### src/rtl/ft_pkg.sv
// Shared types and constants for the FT2232H synchronous-FIFO receive path.
package ft_pkg;

  localparam int USB_DATA_WIDTH = 8;
  localparam int TURN_CYCLES    = 1;

  typedef enum logic [1:0] {
    IDLE,
    OE,
    READ,
    TURN
  } ft_rx_state_t;

endpackage

### src/rtl/ft_rx_buf.sv
// Receive FIFO with a registered output stage. A write into an empty FIFO
// lands directly in the output register, so data is visible one cycle later.
module ft_rx_buf
  import ft_pkg::*;
#(
  parameter int DEPTH = 8
) (
  input  logic                      i_clk,
  input  logic                      i_rst,
  input  logic                      i_wr,
  input  logic [USB_DATA_WIDTH-1:0] i_wdata,
  input  logic                      i_ready,
  output logic [USB_DATA_WIDTH-1:0] o_data,
  output logic                      o_valid,
  output logic [$clog2(DEPTH):0]    o_count
);

  localparam int AW = $clog2(DEPTH);
  localparam int CW = AW + 1;

  logic [USB_DATA_WIDTH-1:0] r_mem [DEPTH];
  logic [AW-1:0]             r_wptr;
  logic [AW-1:0]             r_rptr;
  logic [CW-1:0]             r_cnt;
  logic [USB_DATA_WIDTH-1:0] r_data;
  logic                      r_valid;

  logic w_out_free;
  logic w_mem_empty;
  logic w_bypass;
  logic w_load;
  logic w_push;

  assign w_out_free  = !r_valid || i_ready;
  assign w_mem_empty = (r_cnt == '0);
  assign w_bypass    = i_wr && w_mem_empty && w_out_free;
  assign w_load      = w_out_free && !w_mem_empty;
  assign w_push      = i_wr && !w_bypass;

  always_ff @(posedge i_clk) begin
    if (i_rst) begin
      r_wptr  <= '0;
      r_rptr  <= '0;
      r_cnt   <= '0;
      r_data  <= '0;
      r_valid <= 1'b0;
    end else begin
      if (w_push) r_wptr <= r_wptr + 1'b1;
      if (w_load) r_rptr <= r_rptr + 1'b1;
      r_cnt <= r_cnt + CW'(w_push) - CW'(w_load);
      // Older stored bytes always leave before a new write may bypass.
      if (w_load) begin
        r_data  <= r_mem[r_rptr];
        r_valid <= 1'b1;
      end else if (w_bypass) begin
        r_data  <= i_wdata;
        r_valid <= 1'b1;
      end else if (i_ready) begin
        r_valid <= 1'b0;
      end
    end
  end

  // NOTE: the storage array is deliberately not reset; the pointers and count
  // define which entries are meaningful, and a reset here would block RAM mapping.
  always_ff @(posedge i_clk) begin
    if (w_push) r_mem[r_wptr] <= i_wdata;
  end

  assign o_data  = r_data;
  assign o_valid = r_valid;
  assign o_count = r_cnt + CW'(r_valid);

endmodule

### src/rtl/ft_rx_ctrl.sv
// FT2232H synchronous FIFO read controller: paces RD#/OE# against buffer space,
// counts received bytes and checks an incrementing-counter test stream.
module ft_rx_ctrl
  import ft_pkg::*;
#(
  parameter int DEPTH     = 8,
  parameter bit CHECK_SEQ = 1'b1
) (
  input  logic                      clk_i,
  input  logic                      rst_i,
  input  logic [USB_DATA_WIDTH-1:0] ft_data_i,
  input  logic                      ft_rxf_n_i,
  output logic                      ft_oe_n_o,
  output logic                      ft_rd_n_o,
  input  logic                      ft_suspend_n_i,
  output logic [USB_DATA_WIDTH-1:0] m_data_o,
  output logic                      m_valid_o,
  input  logic                      m_ready_i,
  output logic [31:0]               byte_cnt_o,
  output logic [15:0]               err_cnt_o
);

  localparam int CW = $clog2(DEPTH) + 1;

  ft_rx_state_t              r_state;
  logic                      r_oe_n;
  logic                      r_rd_n;
  logic [1:0]                r_turn_cnt;
  logic [31:0]               r_byte_cnt;
  logic [15:0]               r_err_cnt;
  logic                      r_seeded;
  logic [USB_DATA_WIDTH-1:0] r_exp;

  logic          w_xfer;
  logic          w_pop;
  logic          w_start;
  logic          w_stop;
  logic [CW-1:0] w_occ;
  logic [CW-1:0] w_occ_next;

  assign w_xfer     = !r_rd_n && !ft_rxf_n_i;
  assign w_pop      = m_valid_o && m_ready_i;
  assign w_occ_next = w_occ + CW'(w_xfer) - CW'(w_pop);
  assign w_start    = !ft_rxf_n_i && ft_suspend_n_i && (w_occ <= CW'(DEPTH - 3));
  // Stopping on post-edge occupancy means the byte landing on this edge is the last one.
  assign w_stop     = ft_rxf_n_i || !ft_suspend_n_i || (w_occ_next >= CW'(DEPTH - 2));

  ft_rx_buf #(.DEPTH(DEPTH)) u_buf (
    .i_clk   (clk_i),
    .i_rst   (rst_i),
    .i_wr    (w_xfer),
    .i_wdata (ft_data_i),
    .i_ready (m_ready_i),
    .o_data  (m_data_o),
    .o_valid (m_valid_o),
    .o_count (w_occ)
  );

  // NOTE: sequential state uses non-blocking assignments so every register
  // samples pre-edge values regardless of statement order.
  always_ff @(posedge clk_i) begin
    if (rst_i) begin
      r_state    <= IDLE;
      r_oe_n     <= 1'b1;
      r_rd_n     <= 1'b1;
      r_turn_cnt <= '0;
    end else begin
      case (r_state)
        IDLE: if (w_start) begin
          r_state <= OE;
          r_oe_n  <= 1'b0;
        end
        OE: begin
          r_state <= READ;
          r_rd_n  <= 1'b0;
        end
        READ: if (w_stop) begin
          r_state    <= TURN;
          r_rd_n     <= 1'b1;
          r_turn_cnt <= '0;
        end
        TURN: if (r_turn_cnt == 2'(TURN_CYCLES - 1)) begin
          r_state <= IDLE;
          r_oe_n  <= 1'b1;
        end else begin
          r_turn_cnt <= r_turn_cnt + 1'b1;
        end
        default: r_state <= IDLE;
      endcase
    end
  end

  always_ff @(posedge clk_i) begin
    if (rst_i) begin
      r_byte_cnt <= '0;
      r_err_cnt  <= '0;
      r_seeded   <= 1'b0;
      r_exp      <= '0;
    end else if (w_xfer) begin
      r_byte_cnt <= r_byte_cnt + 1'b1;
      r_seeded   <= 1'b1;
      r_exp      <= ft_data_i + 8'd1;
      if (CHECK_SEQ && r_seeded && (ft_data_i != r_exp) && (r_err_cnt != 16'hFFFF))
        r_err_cnt <= r_err_cnt + 1'b1;
    end
  end

  assign ft_oe_n_o  = r_oe_n;
  assign ft_rd_n_o  = r_rd_n;
  assign byte_cnt_o = r_byte_cnt;
  assign err_cnt_o  = r_err_cnt;

endmodule

### config.mk
export PLATFORM = sky130hd
export DESIGN_NAME = ft_rx_ctrl
export DESIGN_NICKNAME = d
export VERILOG_FILES = /design/src/rtl/ft_pkg.sv /design/src/rtl/ft_rx_buf.sv /design/src/rtl/ft_rx_ctrl.sv
export SDC_FILE = /design/constraint.sdc
export NUM_CORES = 1
export LEC_CHECK = 0
export ABC_AREA = 1
export CORE_UTILIZATION = 64
export DETAILED_ROUTE_END_ITERATION = 6
export DONT_BUFFER_PORTS = 1
export GPL_ROUTABILITY_DRIVEN = 0
export PLACE_DENSITY = 0.8
export SYNTH_ARGS = -nofsm -noshare
export SYNTH_HDL_FRONTEND = slang
export SYNTH_SLANG_ARGS = --single-unit
### constraint.sdc
create_clock -name clk_i -period 2.9 [get_ports clk_i]
set_input_delay 0.725 -clock clk_i [delete_from_list [all_inputs] [get_ports clk_i]]
set_output_delay 0.725 -clock clk_i [all_outputs]
set_load 0.02 [all_outputs]
# Yosys cells after proc, flatten, opt, wreduce, memory -nomap -nowiden

Memories as Yosys holds them, arrays and structs flattened. A register that Yosys moved wholly into a read port is not among the register bits.
Index checks and enable logic that the tools add are counted.

Memory bits (writable): 64
Word-level logic and storage cells: 89
Memories kept: 1
Bits in registers: 82

Memories:

| name        | depth | width | rd ports | clocked after Yosys merged registers in | wr ports | RTL line        | RTL |
|---|---|---|---|---|---|---|---|
| u_buf.r_mem | 8     | 8     | 1        | 1                                       | 1        | ft_rx_buf.sv:21 | `logic [USB_DATA_WIDTH-1:0] r_mem [DEPTH];` |

Multiplexer cells: 21
Equal/unequal tests: 9
Add/sub/neg operators: 11
Reduce and logical (&&, ||, !) cells: 32
$lt $le $gt $ge: 2

Operators by type and width:

| kind                                                                                 | count |
|---|---|
| 32-bit by 1-bit adder with 32-bit output (second input constant)                     | 1 |
| 16-bit by 1-bit adder with 16-bit output (second input constant)                     | 1 |
| 8-bit two-way mux                                                                    | 2 |
| 16-bit inequality test (second input constant)                                       | 1 |
| 4-bit by 1-bit adder with 4-bit output                                               | 3 |
| 1-bit logical AND                                                                    | 10 |
| 2-bit two-way mux                                                                    | 5 |
| 3-bit AND reduction                                                                  | 3 |
| 8-bit by 1-bit adder with 8-bit output (second input constant)                       | 1 |
| 1-bit two-way mux                                                                    | 8 |
| 2-bit inequality test (second input constant)                                        | 4 |
| 8-bit inequality test                                                                | 1 |
| 2-bit case mux with 4 select lines                                                   | 1 |
| 2-bit nonzero test                                                                   | 4 |
| 4-bit by 1-bit subtractor with 4-bit output                                          | 2 |
| 3-bit by 1-bit adder with 3-bit output (second input constant)                       | 2 |
| 1-bit logical NOT                                                                    | 6 |
| 3-bit two-way mux                                                                    | 2 |
| 2-bit equality test (second input constant)                                          | 2 |
| 4-bit by 3-bit greater-or-equal comparator with 1-bit output (second input constant) | 1 |
| 4-bit by 3-bit less-or-equal comparator with 1-bit output (second input constant)    | 1 |
| 2-bit logical NOT                                                                    | 2 |
| 4-bit logical NOT                                                                    | 1 |
| 1-bit case mux with 2 select lines                                                   | 2 |
| 6 further kinds                                                                      | 9 |

# Depth between registers and ports, before layout

Gate-level depths: netlist of run 1.

Word-level depth: 8
Gate-level depth with buffers: 18
Gate-level depth less buffers: 17

# By module

Synthesis of run 1 repeated with hierarchy kept, for this count alone.

Cells, all modules: 981
Area, all modules: 7621.1 sq um

By module, submodules not included:

| module     | cells an instance | instances | area an instance (sq um) |
|---|---|---|---|
| ft_rx_ctrl | 597               | 1         | 3823.7 |
| ft_rx_buf  | 384               | 1         | 3797.4 |

# Least setup slack after synthesis of run 1

OpenSTA, ideal clock, no wires.

Kind: input to register
From: in ft_rxf_n_i
To: reg r_turn_cnt[0]
Stages: 15
Data arrival time: 2.444 ns
Data required time: 2.785 ns
Library setup time: 0.115 ns
Slack: 0.341 ns
Path through: nor2_4 -> inv_2 -> clkbuf_1 -> ha_1 -> inv_1 -> ha_1 -> ha_1 -> inv_1 -> nand3_1 -> nand2_1 -> nor2_1 -> nor2_1 -> nand2_2 -> a21oi_1 -> nor2_1

Cells in the longest elaborated chain, start to end: 8

Ends and longest elaborated chain:

| element                                                      | RTL line         | RTL |
|---|---|---|
| from (decl)                                                  | ft_rx_ctrl.sv:12 | `input logic ft_rxf_n_i,` |
| 1-bit logical NOT                                            | ft_rx_ctrl.sv:41 | `assign w_xfer = !r_rd_n && !ft_rxf_n_i;` |
| 1-bit logical AND                                            | ft_rx_ctrl.sv:41 |  |
| 4-bit by 1-bit adder with 4-bit output                       | ft_rx_ctrl.sv:43 | `assign w_occ_next = w_occ + CW'(w_xfer) - CW'(w_pop);` |
| 4-bit by 1-bit subtractor with 4-bit output                  | ft_rx_ctrl.sv:43 |  |
| 4-bit by 3-bit greater-or-equal comparator with 1-bit output | ft_rx_ctrl.sv:46 | `assign w_stop = ft_rxf_n_i \|\| !ft_suspend_n_i \|\| (w_occ_next >= CW'(DEPTH - 2));` |
| 1-bit logical OR *                                           | ft_rx_ctrl.sv:46 |  |
| 2-bit inequality test (no line) *                            | -                |  |
| 3-bit AND reduction (no line) *                              | -                |  |
| to (signal assigned)                                         | ft_rx_ctrl.sv:86 | `r_turn_cnt <= r_turn_cnt + 1'b1;` |
| to (decl)                                                    | ft_rx_ctrl.sv:28 | `logic [1:0] r_turn_cnt;` |

Mark *: on every way between the ends. The rest lies on a longest branch, timed or not.
A chain may end at the register's enable or synchronous reset.

# Final worst setup path of run 1

From: reg u_buf.r_valid (netlist: u_buf.o_valid)
To: reg r_state[1]

Cells in the longest elaborated chain, start to end: 7

Ends and longest elaborated chain:

| element                                                      | RTL line         | RTL |
|---|---|---|
| from (decl)                                                  | ft_rx_buf.sv:26  | `logic r_valid;` |
| from (signal assigned)                                       | ft_rx_buf.sv:46  | `r_valid <= 1'b0;` |
| from (signal assigned)                                       | ft_rx_buf.sv:54  | `r_valid <= 1'b1;` |
| from (signal assigned)                                       | ft_rx_buf.sv:57  | `r_valid <= 1'b1;` |
| 4-bit by 1-bit adder with 4-bit output                       | ft_rx_buf.sv:72  | `assign o_count = r_cnt + CW'(r_valid);` |
| 4-bit by 1-bit adder with 4-bit output                       | ft_rx_ctrl.sv:43 |  |
| 4-bit by 1-bit subtractor with 4-bit output                  | ft_rx_ctrl.sv:43 |  |
| 4-bit by 3-bit greater-or-equal comparator with 1-bit output | ft_rx_ctrl.sv:46 |  |
| 1-bit logical OR                                             | ft_rx_ctrl.sv:46 |  |
| 2-bit inequality test (no line)                              | -                |  |
| 3-bit AND reduction (no line) *                              | -                |  |
| to (signal assigned)                                         | ft_rx_ctrl.sv:63 | `r_state <= IDLE;` |
| to (signal assigned)                                         | ft_rx_ctrl.sv:70 | `r_state <= OE;` |
| to (signal assigned)                                         | ft_rx_ctrl.sv:74 | `r_state <= READ;` |
| to (decl)                                                    | ft_rx_ctrl.sv:25 | `ft_rx_state_t r_state;` |

Marks and branches as above.

==> results of run 1 <==
[placed cells by master (no fill, tap or decap), types with 2 or more instances in the layout]
cell type | synthesis | final
clkbuf_16 | 0 | 17
nand3_1 | 42 | 42
xnor2_1 | 14 | 14
inv_1 | 84 | 84
nor3_1 | 18 | 18
nand2_2 | 8 | 8
a21oi_1 | 56 | 56
ha_1 | 23 | 23
nor2_4 | 9 | 9
nor2_1 | 139 | 139
dfxtp_1 | 85 | 85
inv_2 | 6 | 6
xor2_1 | 20 | 20
bufinv_16 | 0 | 3
nand3b_1 | 3 | 3
o21ai_0 | 71 | 71
nand2_1 | 160 | 160
clkinv_4 | 0 | 2
a31oi_1 | 9 | 9
edfxtp_1 | 64 | 64
o211ai_1 | 16 | 16
buf_4 | 0 | 13
a21oi_2 | 2 | 2
nor2_2 | 2 | 2
clkinvlp_4 | 0 | 5
nand4_1 | 9 | 9
inv_6 | 0 | 3
[cells by family (layout without fill, tap and decap cells)]
group | count (synthesis) | after routing
simple gates | 395 | 395
flops | 149 | 149
compound gates | 158 | 158
xor+xnor | 34 | 34
buf+inv | 115 | 135
fa+ha+maj | 24 | 24
[layer usage]
| layer | wire [um] | vias up | share of wire, % |
|---|---|---|---|
| met4 | 321 | 0 | 2.0 |
| met5 | 0 | - | 0 |
| met2 | 8450 | 213 | 52 |
| li1 | - | 2927 | - |
| met3 | 1110 | 26 | 6.7 |
| met1 | 6510 | 2771 | 40 |
[final timing paths]
path | from | to | slack [ns] | depth (start not counted)
max | u_buf.o_valid | r_state[1] | 0.52 | 15
min | rst_i | u_buf.r_cnt[1] | 0.37 | 1
min reg2reg | u_buf.r_rptr[2] | flop | 0.44 | 1
max reg2reg | u_buf.o_valid | r_state[1] | 0.52 | 15
[power by group through the flow]
stage	clock [mW]	combinational, mW	sequential (mW)
detailed placement	0	1.69	2.67
floorplan	0	1.29	2.63
CTS	2.26	1.72	2.63
global placement	0	1.57	2.66
global route	2.36	1.97	2.65
finish	2.24	1.73	2.63
[stage by stage]
step	utilization, %	std cells	hold WS [ns]
after CTS	73.4	1035	0.349
final	73.4	1035	0.366
after detailed placement	67.9	1003	0.436
after global routing	73.4	1035	0.353
after floorplan	-	875	0.412
after global placement	67.9	1003	0.425
[state kept, by name (all words and copies together) (netlist names), named ones only]
signal,count
u_buf.r_wptr,3
r_turn_cnt,2
r_exp,8
u_buf.o_data,8
ft_rd_n_o,1
u_buf.r_cnt,4
u_buf.r_mem,64
u_buf.r_rptr,3
byte_cnt_o,32
err_cnt_o,16
r_seeded,1
r_state,2
ft_oe_n_o,1
u_buf.o_valid,1
[layout make-up]
| type | count | area [sq um] |
|---|---|---|
| Multi-Input combinational cell | 611 | 3190 |
| Timing Repair Buffer | 13 | 97.6 |
| Inverter | 90 | 338 |
| Clock buffer | 18 | 429 |
| Tap cell | 140 | 175 |
| Fill cell | 806 | 2910 |
| Sequential cell | 149 | 3620 |
| Clock inverter | 14 | 176 |
==> metrics, run 1 <==
outcome=finished clean; Post-Synthesis Cells=875; floorplan row count=38; # IOs=72; Die H=108 um; share of the synthesized area in the top cell type=26.5%; CP dominant cell by count=nand2_1; initial antenna violation count=0; vias in the first global route=5697; worst slack at placement=0.444 ns; total track usage=29.4%; M2 GR Usage=52.2%; Vias/cell=5.74; layout cells sized above 1=8.27%; Main synth FF type=dfxtp_1; Synth Area in Simple Gates=23.7%; Clock Sinks=149; overall power=6.61 mW; leading area contributor after synthesis=edfxtp_1; CP endpoint kind=flop; combinational share of power=26.3%; Slew Limit Headroom=34.5%; clock power share=33.9%; mux cell area share after synthesis=0%; synthesized cell area=7260 sq um; Async SR Flop Fraction=0%; fin area=8030 sq um; Yosys cell types=34; Slowest cell on crit path=dfxtp_1; delay-heaviest family, CP=simple AND/OR/NAND/NOR gates; root buffer cell=clkbuf_16; Lkg Pwr=2.90 nW; crit-path max FO=10; post-synthesis compound-gate area fraction=11.9%; CTS tree=done; hold_buf cts=0; xor/xnor cell area share of the yosys netlist=4.10%; syn nets=912; CP Data Required Time=3.22 ns; Cell Chain, Critical Path=ha_1 > nand2_1 > xor2_1 > inv_1 > ha_1 > nand2_1 > inv_1 > nand3_1 > nand3_1 > nand2_1 > nand2_1 > nand2_2 > nand3_1 > nand2_1 > nor2_1; count leader, synth=nand2_1; dpl hpwl=11200 um; Most Crowded Layer GR=met2; Worst VDD drop=0.000606 V; met1 usage=33.6%; Placed Area=7420 sq um; Final Skew=0.00897 ns; register area share after synthesis=49.9%; internal power=4.35 mW; Post-CTS Setup Bufs=0; combinational family with the most area after synthesis=simple AND/OR/NAND/NOR gates; post-route ant nets=0; Buffers on Ports=0; Area growth syn-to-layout=10.7%; final worst-path cycle share=82.0%; Sw Share=34.2%; Max Clock Freq=421 MHz; synth cell count leaders=160 x nand2_1, 139 x nor2_1, 85 x dfxtp_1, 84 x inv_1, 71 x o21ai_0; first-pass GRT wire length=26500 um; Synth Area per Inst=8.29 sq um; Critical path buffers and inverters=2; clock latency on the worst-skew pair=0.43 ns; core area=10900 sq um; Via Count=5937; PostCTS Resize Cnt=0; wire per inst=15.8 um; final hold vios=0; post-synthesis adder-cell area fraction=4.24%; final worst slack=0.523 ns; met3 Use GR=7.66%; DRC=0; CP Class=reg2reg; CP startpoint kind=flop; CTS Buf Count=17; EDFF count, synth=64; nets=919; setup TNS=0 ns; Die Wd=108 um; htree depth=4; Synth area leaders=edfxtp_1 26%, dfxtp_1 23%, nand2_1 8.3%, nor2_1 7.2%, o21ai_0 4.9%; Die ar.=11800 sq um; Power per Cell Area=823 nW/um^2; Initial DRT Pass Iterations=5; number of max-cap violations=0; Max Root-Sink Buffers=2; GRT overflow=0; Reg power frac=39.8%; Psw=2.26 mW; final wirelength=16400 um; Final Setup Violations=0; Worst EP arrival=2.70 ns; Iteration-0 DRC Markers=538; worst min-delay path class=in2reg; fin crit period=2.38 ns; Max Slew Vio Count=0; CTS clk-pin slew, worst paths=0.06 ns; largest net degree at the start of global routing=33; Warnings, synthesis=0; antenna diode count=0; worst-margin pin slew=0.981 ns; crit-path max cell delay=0.51 ns; unrepaired setup endpoints after global routing=no; Initial Utilization=66.4%; #FFs+latches synth=149
Power figures use the tool's default switching activity.
==> run 2: changes to the inputs <==
==> constraint.sdc (replaced) <==
create_clock -name clk_i -period 2.3 [get_ports clk_i]
set_input_delay 0.575 -clock clk_i [delete_from_list [all_inputs] [get_ports clk_i]]
set_output_delay 0.575 -clock clk_i [all_outputs]
set_load 0.02 [all_outputs]
==> run 2 against run 1 <==
Sequential cell count stayed put. Largest power group unchanged. Final area grew 2.9%. Critical endpoint is now u_buf.r_cnt[2]. Largest cell class unchanged. Core utilization increased by 2.1 points. Wire length grew 3.8%.
==> metrics, run 2 (synthesis results as in run 1) <==
outcome=finished clean; Fin Hold WS=0.212 ns; core area=10900 sq um; Max Root-Sink Buffers=2; crit-path max FO=3; Slowest cell on crit path=fa_1; DRC=0; Die Wd=108 um; crit-path max cell delay=0.37 ns; Die ar.=11800 sq um; Iteration-0 DRC Markers=554; layout cells sized above 1=11.8%; fillcell total=794; floorplan row count=38; Worst EP arrival=2.48 ns; worst reg-to-reg setup slack=0.14 ns; GRT overflow=0; Initial DRT Pass Iterations=5; nets=940; worst setup path startpoint=u_buf.r_cnt[2]; Vias/cell=5.79; most frequent cells in the layout=159 x nand2_1, 138 x nor2_1, 84 x dfxtp_1; clock latency on the worst-skew pair=0.43 ns; root buffer cell=clkbuf_16; CP startpoint kind=flop; Worst VDD drop=0.00115 V; antenna diode count=0; Lkg Pwr=3.03 nW; wire per inst=16.1 um; initial antenna violation count=0; commonest non-fill, non-tap cell in the layout=nand2_1; number of max-cap violations=0; Initial Utilization=66.4%; Max Slew Vio Count=0; first-pass GRT wire length=27100 um; post-route ant nets=0; Max Clock Freq=463 MHz; htree depth=4; Clock Sinks=149; most flop-heavy register=u_buf.r_mem; Die H=108 um; Slew Limit Headroom=53.7%; vias in the first global route=5910; CTS Buf Count=17; fin area=8260 sq um; worst slack at placement=0.0622 ns; worst min-delay path class=in2reg; FF-to-FF End=u_buf.r_cnt[2]; Cell Chain, Critical Path=inv_1 > ha_1 > nand3_1 > inv_1 > nor2_1 > ha_1 > inv_1 > ha_1 > inv_1 > fa_1 > o21ai_0 > a21oi_1; largest net degree at the start of global routing=37; final worst-path cycle share=93.8%; CP Class=reg2reg; CP endpoint kind=flop; total track usage=30.0%; final hold vios=0; # IOs=72; worst-margin pin slew=0.695 ns; CP Data Required Time=2.62 ns; Power per Cell Area=1040 nW/um^2; Area growth syn-to-layout=13.8%; hold_buf cts=0; CTS clk-pin slew, worst paths=0.06 ns; final core occ=75.5%; Final Skew=0.00689 ns; Via Count=6112; overall power=8.59 mW; fin crit period=2.16 ns; Setup crit end=u_buf.r_cnt[2]; Final Setup Violations=0; CP dominant cell by count=inv_1; Buffers on Ports=0; CTS tree=done; final wirelength=17000 um; Placed Area=7620 sq um; max FFs per register=64; dpl hpwl=11200 um; reg2reg path depth=12; Worst R2R Start=u_buf.r_cnt[2]; final worst slack=0.142 ns
[run 2: routing by layer]
metal | routed length [um] | global-route usage (%) | vias to the layer above
li1 | - | - | 2968
met4 | 315 | 13.3 | 0
met1 | 7030 | 35.9 | 2884
met2 | 8560 | 49.8 | 220
met3 | 1110 | 8.80 | 40
met5 | 0 | 0 | -
[run 2: worst min path at each step]
stage                                from         endpoint  slack, ns  depth (start not counted)
after detailed placement  u_buf.r_rptr[2]             flop       0.43                          1
after global routing                rst_i     err_cnt_o[9]       0.19                          1
after CTS                           rst_i     err_cnt_o[9]       0.20                          1
after global placement    u_buf.r_rptr[2]  u_buf.r_rptr[2]       0.42                          1
final                               rst_i     err_cnt_o[8]       0.21                          1
after floorplan           u_buf.r_rptr[2]             flop       0.41                          1
[run 2: critical path, delay by kind of cell, from the launching register on]
family	cells	cell delay, ns
AO/OA/AOI/OAI	2	0.23
adder cells (fa/ha/maj)	4	0.98
buffers and inverters	4	0.27
flip-flops	1	0.33
AND/OR/NAND/NOR	2	0.24
[run 2: layout make-up]
class,instances,area [sq um],area share (%)
inverters,90,338,4.09
multi-input cells,612,3290,39.8
clock buffers,19,433,5.24
well taps,140,175,2.12
clock inverters,13,156,1.89
repair buffers,33,248,3.00
flip-flops and latches,149,3620,43.9
[run 2: repair_timing]
action                     CTS  global route
setup buffers                0             2
resized for setup            0             7
setup endpoints to repair    0             7
[run 2: stage by stage]
step	setup TNS, ns	cells
2_1_floorplan	-0.00844	875
3_3_place_gp	0	1021
3_5_place_dp	0	1021
4_1_cts	0	1053
5_1_grt	-0.196	1056
6_report	0	1056
[run 2: power breakdown]
| group | switching, mW | total [mW] | internal [mW] |
|---|---|---|---|
| Combinational | 1.63 | 2.54 | 0.909 |
| Clock | 1.07 | 2.77 | 1.70 |
| Sequential | 0.257 | 3.28 | 3.02 |
| Total | 2.96 | 8.59 | 5.63 |
